`config.mk`:
```
export PLATFORM = sky130hd
export DESIGN_NAME = zbt_arbiter
export DESIGN_NICKNAME = d
export VERILOG_FILES = /design/src/rtl/zbt_arbiter_pkg.sv /design/src/rtl/zbt_write_fifo.sv /design/src/rtl/zbt_arbiter.sv
export SDC_FILE = /design/constraint.sdc
export NUM_CORES = 1
export LEC_CHECK = 0
export ABC_CLOCK_PERIOD_IN_PS = 3900
export BUFFER_PORTS_ARGS = -buffer_cell sky130_fd_sc_hd__buf_2
export CAP_MARGIN = 30
export CORE_MARGIN = 2
export CORE_UTILIZATION = 34
export CTS_CLUSTER_DIAMETER = 120
export CTS_CLUSTER_SIZE = 40
export DETAILED_ROUTE_END_ITERATION = 8
export HOLD_SLACK_MARGIN = 0.08
export PLACE_DENSITY = 0.61
export SYNTH_ARGS = -nofsm -noshare
export SYNTH_HDL_FRONTEND = slang
export SYNTH_HIERARCHICAL = 1
export SYNTH_SLANG_ARGS = --single-unit
```
`constraint.sdc`:
```
create_clock -name clock -period 3.9 [get_ports clock]
set_clock_uncertainty 0.1 [all_clocks]
set_input_delay 0.585 -clock clock [delete_from_list [all_inputs] [get_ports clock]]
set_output_delay 0.585 -clock clock [all_outputs]
set_load 0.02 [all_outputs]
```
`src/rtl/zbt_arbiter_pkg.sv`:
```
// Shared ZBT memory-interface constants and arbiter grant encoding.
// The ZBT model and the arbiter both take their bus widths from here.
package zbt_arbiter_pkg;

    localparam int ZBT_LOG_ADDR = 19;
    localparam int ZBT_LOG_MEM  = 36;

    // One ZBT operation (or none) is granted per cycle.
    typedef enum logic [1:0] {
        GNT_IDLE   = 2'd0,
        GNT_READ   = 2'd1,
        GNT_WRITE  = 2'd2,
        GNT_FORCED = 2'd3
    } grant_e;

    function automatic logic grant_is_write(input grant_e g);
        return (g == GNT_WRITE) || (g == GNT_FORCED);
    endfunction

endpackage

```
`src/rtl/zbt_write_fifo.sv`:
```
// Write buffer for the ZBT arbiter; exposes every entry's address and valid
// bit so the arbiter can detect read-after-write hazards.
module zbt_write_fifo
    import zbt_arbiter_pkg::*;
#(
    parameter int LOG_ADDR = ZBT_LOG_ADDR,
    parameter int LOG_MEM  = ZBT_LOG_MEM,
    parameter int DEPTH    = 4
) (
    input  logic                      clock,
    input  logic                      reset,
    input  logic                      push,
    input  logic [LOG_ADDR-1:0]       push_addr,
    input  logic [LOG_MEM-1:0]        push_data,
    input  logic                      pop,
    output logic                      full,
    output logic                      empty,
    output logic [LOG_ADDR-1:0]       head_addr,
    output logic [LOG_MEM-1:0]        head_data,
    output logic [DEPTH*LOG_ADDR-1:0] entry_addr,
    output logic [DEPTH-1:0]          entry_valid
);

    localparam int PTR_W = (DEPTH > 1) ? $clog2(DEPTH) : 1;
    localparam logic [PTR_W:0] FULL_CNT = (PTR_W + 1)'(DEPTH);

    logic [LOG_ADDR-1:0] addr_mem [DEPTH];
    logic [LOG_MEM-1:0]  data_mem [DEPTH];
    logic [DEPTH-1:0]    valid_q;
    logic [PTR_W-1:0]    wr_ptr;
    logic [PTR_W-1:0]    rd_ptr;
    logic [PTR_W:0]      count_q;
    logic                do_push;
    logic                do_pop;

    assign full    = (count_q == FULL_CNT);
    assign empty   = (count_q == '0);
    assign do_push = push && !full;
    assign do_pop  = pop && !empty;

    assign head_addr   = addr_mem[rd_ptr];
    assign head_data   = data_mem[rd_ptr];
    assign entry_valid = valid_q;

    for (genvar g = 0; g < DEPTH; g++) begin : g_entry
        assign entry_addr[g*LOG_ADDR +: LOG_ADDR] = addr_mem[g];
    end

    // Push and pop never target the same slot: pop needs an entry, push needs room.
    always_ff @(posedge clock or negedge reset) begin
        if (!reset) begin
            wr_ptr  <= '0;
            rd_ptr  <= '0;
            count_q <= '0;
            valid_q <= '0;
            for (int i = 0; i < DEPTH; i++) begin
                addr_mem[i] <= '0;
                data_mem[i] <= '0;
            end
        end else begin
            if (do_pop) begin
                valid_q[rd_ptr] <= 1'b0;
                rd_ptr          <= rd_ptr + PTR_W'(1);
            end
            if (do_push) begin
                addr_mem[wr_ptr] <= push_addr;
                data_mem[wr_ptr] <= push_data;
                valid_q[wr_ptr]  <= 1'b1;
                wr_ptr           <= wr_ptr + PTR_W'(1);
            end
            case ({do_push, do_pop})
                2'b10:   count_q <= count_q + (PTR_W + 1)'(1);
                2'b01:   count_q <= count_q - (PTR_W + 1)'(1);
                default: count_q <= count_q;
            endcase
        end
    end

endmodule

```
`src/rtl/zbt_arbiter.sv`:
```
// Single-port ZBT arbiter: buffered writes, hazard-checked reads, bounded
// read starvation of writes, and a fixed-latency read return path.
module zbt_arbiter
    import zbt_arbiter_pkg::*;
#(
    parameter int LOG_ADDR   = ZBT_LOG_ADDR,
    parameter int LOG_MEM    = ZBT_LOG_MEM,
    parameter int FIFO_DEPTH = 4,
    parameter int STARVE_MAX = 8,
    parameter int READ_LAT   = 2
) (
    input  logic                clock,
    input  logic                reset,
    input  logic                wr_req,
    input  logic [LOG_ADDR-1:0] wr_addr,
    input  logic [LOG_MEM-1:0]  wr_data,
    output logic                wr_ready,
    input  logic                rd_req,
    input  logic [LOG_ADDR-1:0] rd_addr,
    output logic                rd_ready,
    output logic                rd_valid,
    output logic [LOG_MEM-1:0]  rd_data,
    output logic                mem_wr,
    output logic [LOG_ADDR-1:0] mem_addr,
    output logic [LOG_MEM-1:0]  mem_write,
    input  logic [LOG_MEM-1:0]  mem_data
);

    localparam int SC_W = $clog2(STARVE_MAX + 1);
    localparam logic [SC_W-1:0] STARVE_LIM = SC_W'(STARVE_MAX);

    logic                           fifo_full;
    logic                           fifo_empty;
    logic [LOG_ADDR-1:0]            head_addr;
    logic [LOG_MEM-1:0]             head_data;
    logic [FIFO_DEPTH*LOG_ADDR-1:0] entry_addr;
    logic [FIFO_DEPTH-1:0]          entry_valid;
    logic                           hazard;
    logic                           fifo_pop;
    grant_e                         grant;
    logic [SC_W-1:0]                starve_cnt;
    logic [READ_LAT:0]              rd_pipe;

    assign wr_ready = !fifo_full;

    zbt_write_fifo #(
        .LOG_ADDR (LOG_ADDR),
        .LOG_MEM  (LOG_MEM),
        .DEPTH    (FIFO_DEPTH)
    ) u_write_fifo (
        .clock       (clock),
        .reset       (reset),
        .push        (wr_req),
        .push_addr   (wr_addr),
        .push_data   (wr_data),
        .pop         (fifo_pop),
        .full        (fifo_full),
        .empty       (fifo_empty),
        .head_addr   (head_addr),
        .head_data   (head_data),
        .entry_addr  (entry_addr),
        .entry_valid (entry_valid)
    );

    // Registered FIFO contents exclude this cycle's push, so a same-cycle
    // write never stalls a read to its address.
    always_comb begin
        hazard = 1'b0;
        for (int i = 0; i < FIFO_DEPTH; i++) begin
            if (entry_valid[i] && (entry_addr[i*LOG_ADDR +: LOG_ADDR] == rd_addr)) begin
                hazard = 1'b1;
            end
        end
    end

    always_comb begin
        grant = GNT_IDLE;
        if ((starve_cnt == STARVE_LIM) && !fifo_empty) begin
            grant = GNT_FORCED;
        end else if (rd_req && !hazard) begin
            grant = GNT_READ;
        end else if (!fifo_empty) begin
            grant = GNT_WRITE;
        end
    end

    assign fifo_pop = grant_is_write(grant);
    assign rd_ready = rd_req && (grant == GNT_READ);

    // Counts reads that bypassed pending writes; saturates at the limit.
    always_ff @(posedge clock or negedge reset) begin
        if (!reset) begin
            starve_cnt <= '0;
        end else if (fifo_empty || grant_is_write(grant)) begin
            starve_cnt <= '0;
        end else if ((grant == GNT_READ) && (starve_cnt != STARVE_LIM)) begin
            starve_cnt <= starve_cnt + SC_W'(1);
        end
    end

    always_ff @(posedge clock or negedge reset) begin
        if (!reset) begin
            mem_wr    <= 1'b0;
            mem_addr  <= '0;
            mem_write <= '0;
        end else begin
            mem_wr <= grant_is_write(grant);
            case (grant)
                GNT_READ: begin
                    mem_addr <= rd_addr;
                end
                GNT_WRITE, GNT_FORCED: begin
                    mem_addr  <= head_addr;
                    mem_write <= head_data;
                end
                default: begin
                end
            endcase
        end
    end

    // Stage 0 lines up with the read address on mem_addr; stage READ_LAT
    // marks the cycle in which mem_data carries the word.
    always_ff @(posedge clock or negedge reset) begin
        if (!reset) begin
            rd_pipe  <= '0;
            rd_valid <= 1'b0;
            rd_data  <= '0;
        end else begin
            rd_pipe  <= {rd_pipe[READ_LAT-1:0], (grant == GNT_READ)};
            rd_valid <= rd_pipe[READ_LAT];
            if (rd_pipe[READ_LAT]) begin
                rd_data <= mem_data;
            end
        end
    end

endmodule
```
==> impl_metrics.csv <==
group,metric,value,unit
power,vdd_drop_max,0.372,mV
min_path,min_path_type,"input port to flop",
yosys,synthSimpleGateAreaFrac,3.25,%
timing,finalSetupTns,0,ns
clock_network,cts_tree,"done",
final_layout,fillers,4218,
final_layout,final_util,38.9,%
setup_path,rrSetupSlack,0.84,ns
final_layout,area_growth,13.0,%
detailed_routing,antenna_left,0,
placed_design,port-buffer-count,208,
final_layout,final_net_count,1305,
placed_design,dp.cells,1755,
timing,max_freq,326,MHz
setup_path,worstPathMaxFanout,20,
timing,period_needed,3.07,ns
yosys,post_synth.cell_area_avg,15.2,sq um
setup_path,worst_path_largest_cell_delay,0.43,ns
timing,fin_crit_sh,78.7,%
yosys,synth_top_family_by_area,"multiplexers",
setup_path,crit_path_end_kind,"primary output",
clock_network,clockRootBuffer,"clkbuf_16",
yosys,muxShareOfSynthArea,30.5,%
global_routing,grt_pass1_vias,9562,
clock_network,clock_path_buffers,3,
floorplan,ioPinCount,209,
final_layout,ff_latch_area,8290,sq um
detailed_routing,num_vias,8771,
yosys,synth_top_area_share,54.2,%
timing,rsz0062_at_grt,"false",
timing,hold_violations,0,
setup_path,crit_end,"rd_ready",
clock_network,h-tree-depth,1,
timing,slew_viol_final,0,
setup_path,crit_cells,8,
final_layout,multi_input_area,6310,sq um
setup_path,rr_worst_depth,14,
clock_network,clk_latency,0.53,ns
yosys,ys_seq_area_share,54.2,%
setup_path,critPathArrivalTime,2.39,ns
job,cap_violations,0,
final_layout,final_cells,1777,
floorplan,die_area,46600,sq um
global_routing,antenna_found_initial,7,
placed_design,gp_congestion,0.836,
yosys,synth_area_leaders,"dfrtp_1 54%, mux2_2 19%, mux4_2 8.1%",
clock_network,ctsResizeCount,0,
yosys,synth.distinct_cells,34,
detailed_routing,wl,35900,microns
global_routing,grt_pass1_wl,56900,microns
yosys,synth_compound_area_share,1.58,%
floorplan,num_rows,77,
yosys,synth_xor_xnor_area_share,4.76,%
setup_path,crit_chain,"xnor2_1 > nand4_1 > nor3_1 > a22oi_1 > and3_4 > nand2_2 > inv_1 > buf_2",
clock_network,numCtsBuffers,13,
setup_path,cp_top_family,"simple AND/OR/NAND/NOR gates",
floorplan,die_h,216,microns
power,power.total,13.8,mW
placed_design,place_hpwl,24300,microns
setup_path,start_kind,"flop",
yosys,yosysWarnings,6,
status,outcome,"completed",
power,p_leak,7.32,nW
yosys,synthAdderAreaFrac,1.03,%
timing,slew_headroom,34.5,%
floorplan,core,44300,sq um
setup_path,required,3.21,ns
yosys,synth_top_area_cell,"dfrtp_1",
detailed_routing,drt_iter0_markers,522,
yosys,synth_seq_cells,331,
yosys,syn-num-nets,1131,
timing,setup_viol,0,
setup_path,critPathKind,"flop to primary output",
yosys,synthesis.instances,1005,
floorplan,die_w,216,microns
setup_path,critPathBufInv,2,
setup_path,cp_slowest_cell,"dfrtp_1",
detailed_routing,dr.pass1.iters,4,
clock_network,clkSinkCount,331,
setup_path,reg2reg_to,"u_write_fifo/count_q[2]",
final_layout,drive_gt1_share,51.6,%
global_routing,grt_start_max_net_pins,101,
power,cellPowerDensity,800,nW/um^2
setup_path,regToRegStartpoint,"u_write_fifo/entry_addr[42]",
floorplan,initial_utilization,34.5,%
clock_network,clk_pin_slew,0.13,ns
global_routing,overflow,0,
yosys,syn_area,15300,sq um
setup_path,cp-startpoint,"u_write_fifo/entry_addr[58]",
timing,tightest_slew,0.980,ns
detailed_routing,drc_errors,0,
global_routing,track_usage,15.6,%
detailed_routing,wl_per_cell,20.2,microns
detailed_routing,vias_per_cell,4.94,
==> state kept, by name, summed over array words and instances, names as in the netlist <==
| signal | cells |
|---|---|
| mem_wr | 1 |
| rd_data | 36 |
| u_write_fifo/count_q | 3 |
| mem_addr | 19 |
| u_write_fifo/rd_ptr | 2 |
| starve_cnt | 4 |
| u_write_fifo/wr_ptr | 2 |
| u_write_fifo/data_mem | 144 |
| rd_valid | 1 |
| u_write_fifo/entry_addr | 76 |
| rd_pipe | 3 |
| mem_write | 36 |
| u_write_fifo/entry_valid | 4 |
==> repair_timing <==
| item | 4_1_cts | 5_1_grt |
|---|---|---|
| endpoints found under the hold margin | 96 | 0 |
| hold buffers | 1 | 0 |
| setup buffers | 0 | 0 |
==> cell type report <==
| class | instances | area share (%) |
|---|---|---|
| inverters | 34 | 0.740 |
| multi-input cells | 565 | 36.6 |
| clock buffers | 14 | 1.91 |
| clock inverters | 6 | 0.486 |
| flip-flops and latches | 331 | 48.1 |
| well taps | 592 | 4.29 |
| diodes | 1 | 0.0145 |
| repair buffers | 234 | 7.89 |
==> cells in the mapped netlist, drive strengths merged <==
master  instances
nand2b          1
mux2          293
mux2i           1
nand2          10
nand4          21
a22oi           2
xor2            3
dfrtp         331
mux4           55
ha             11
nor2            9
and3            2
xnor2          80
nand3          40
o31a            1
nor3            8
buf            62
inv            34
o21ai           2
o311ai         19
nor3b           1
fa              1
a21o            4
and4            1
clkbuf         13
==> kinds of logic after synthesis <==
| family | Yosys count |
|---|---|
| AOI/OAI and AO/OA | 28 |
| buffers and inverters | 109 |
| DFF | 331 |
| xor gates and xnor gates | 83 |
| and+or+nand+nor | 93 |
| muxes | 349 |
| adders and majority gates | 12 |
==> layer usage <==
layer	wire [microns]	vias up	global-route usage, %	part of all wire (%)
met5	63	-	0	0.18
met2	16800	191	25.4	47
met1	16600	4584	21.8	46
met3	1730	45	2.90	4.8
met4	692	8	3.13	1.9
li1	-	3943	-	-
==> how the worst min path moves through the flow <==
| stage | start | endpoint | depth (start not counted) |
|---|---|---|---|
| floorplan | reset | mem_addr[0] | 0 |
| global placement | rd_pipe[0] | rd_pipe[1] | 0 |
| detailed placement | rd_pipe[1] | rd_pipe[2] | 0 |
| CTS | mem_data[9] | rd_data[9] | 2 |
| global route | mem_data[34] | rd_data[34] | 2 |
| finish | mem_data[9] | rd_data[9] | 2 |
==> power breakdown <==
| group | switching [mW] | internal, mW |
|---|---|---|
| combinational | 2.44 | 3.36 |
| sequential | 1.18 | 5.01 |
| clock | 1.15 | 0.668 |
| total | 4.77 | 9.04 |
==> cell usage in the layout, fill, tap and decap left out, drive strengths merged <==
master	synthesis	routed
and3	2	2
xnor2	80	80
nand2	10	10
o21ai	2	2
clkinv	0	2
nand4	21	21
o311ai	19	19
xor2	3	3
ha	11	11
mux4	55	55
inv	34	37
a22oi	2	2
nand2b	1	1
nand3	40	40
fa	1	1
diode	0	1
clkbuf	13	14
a21o	4	4
nor3	8	8
nor2	9	9
buf	62	233
mux2i	1	1
and4	1	1
dlygate4sd3	0	1
o31a	1	1
dfrtp	331	331
mux2	293	293
nor3b	1	1
clkinvlp	0	1
==> stage by stage <==
stage | cell area [sq um] | hold slack [ns] | setup slack, ns
after floorplan | 15300 | 0.189 | 0.592
final | 17200 | 0.187 | 0.830
after CTS | 17200 | 0.152 | 0.803
after global placement | 16800 | 0.231 | 0.536
after global routing | 17200 | 0.153 | 0.465
after detailed placement | 16800 | 0.247 | 0.536
No activity file was read; power rests on OpenSTA's default activity.
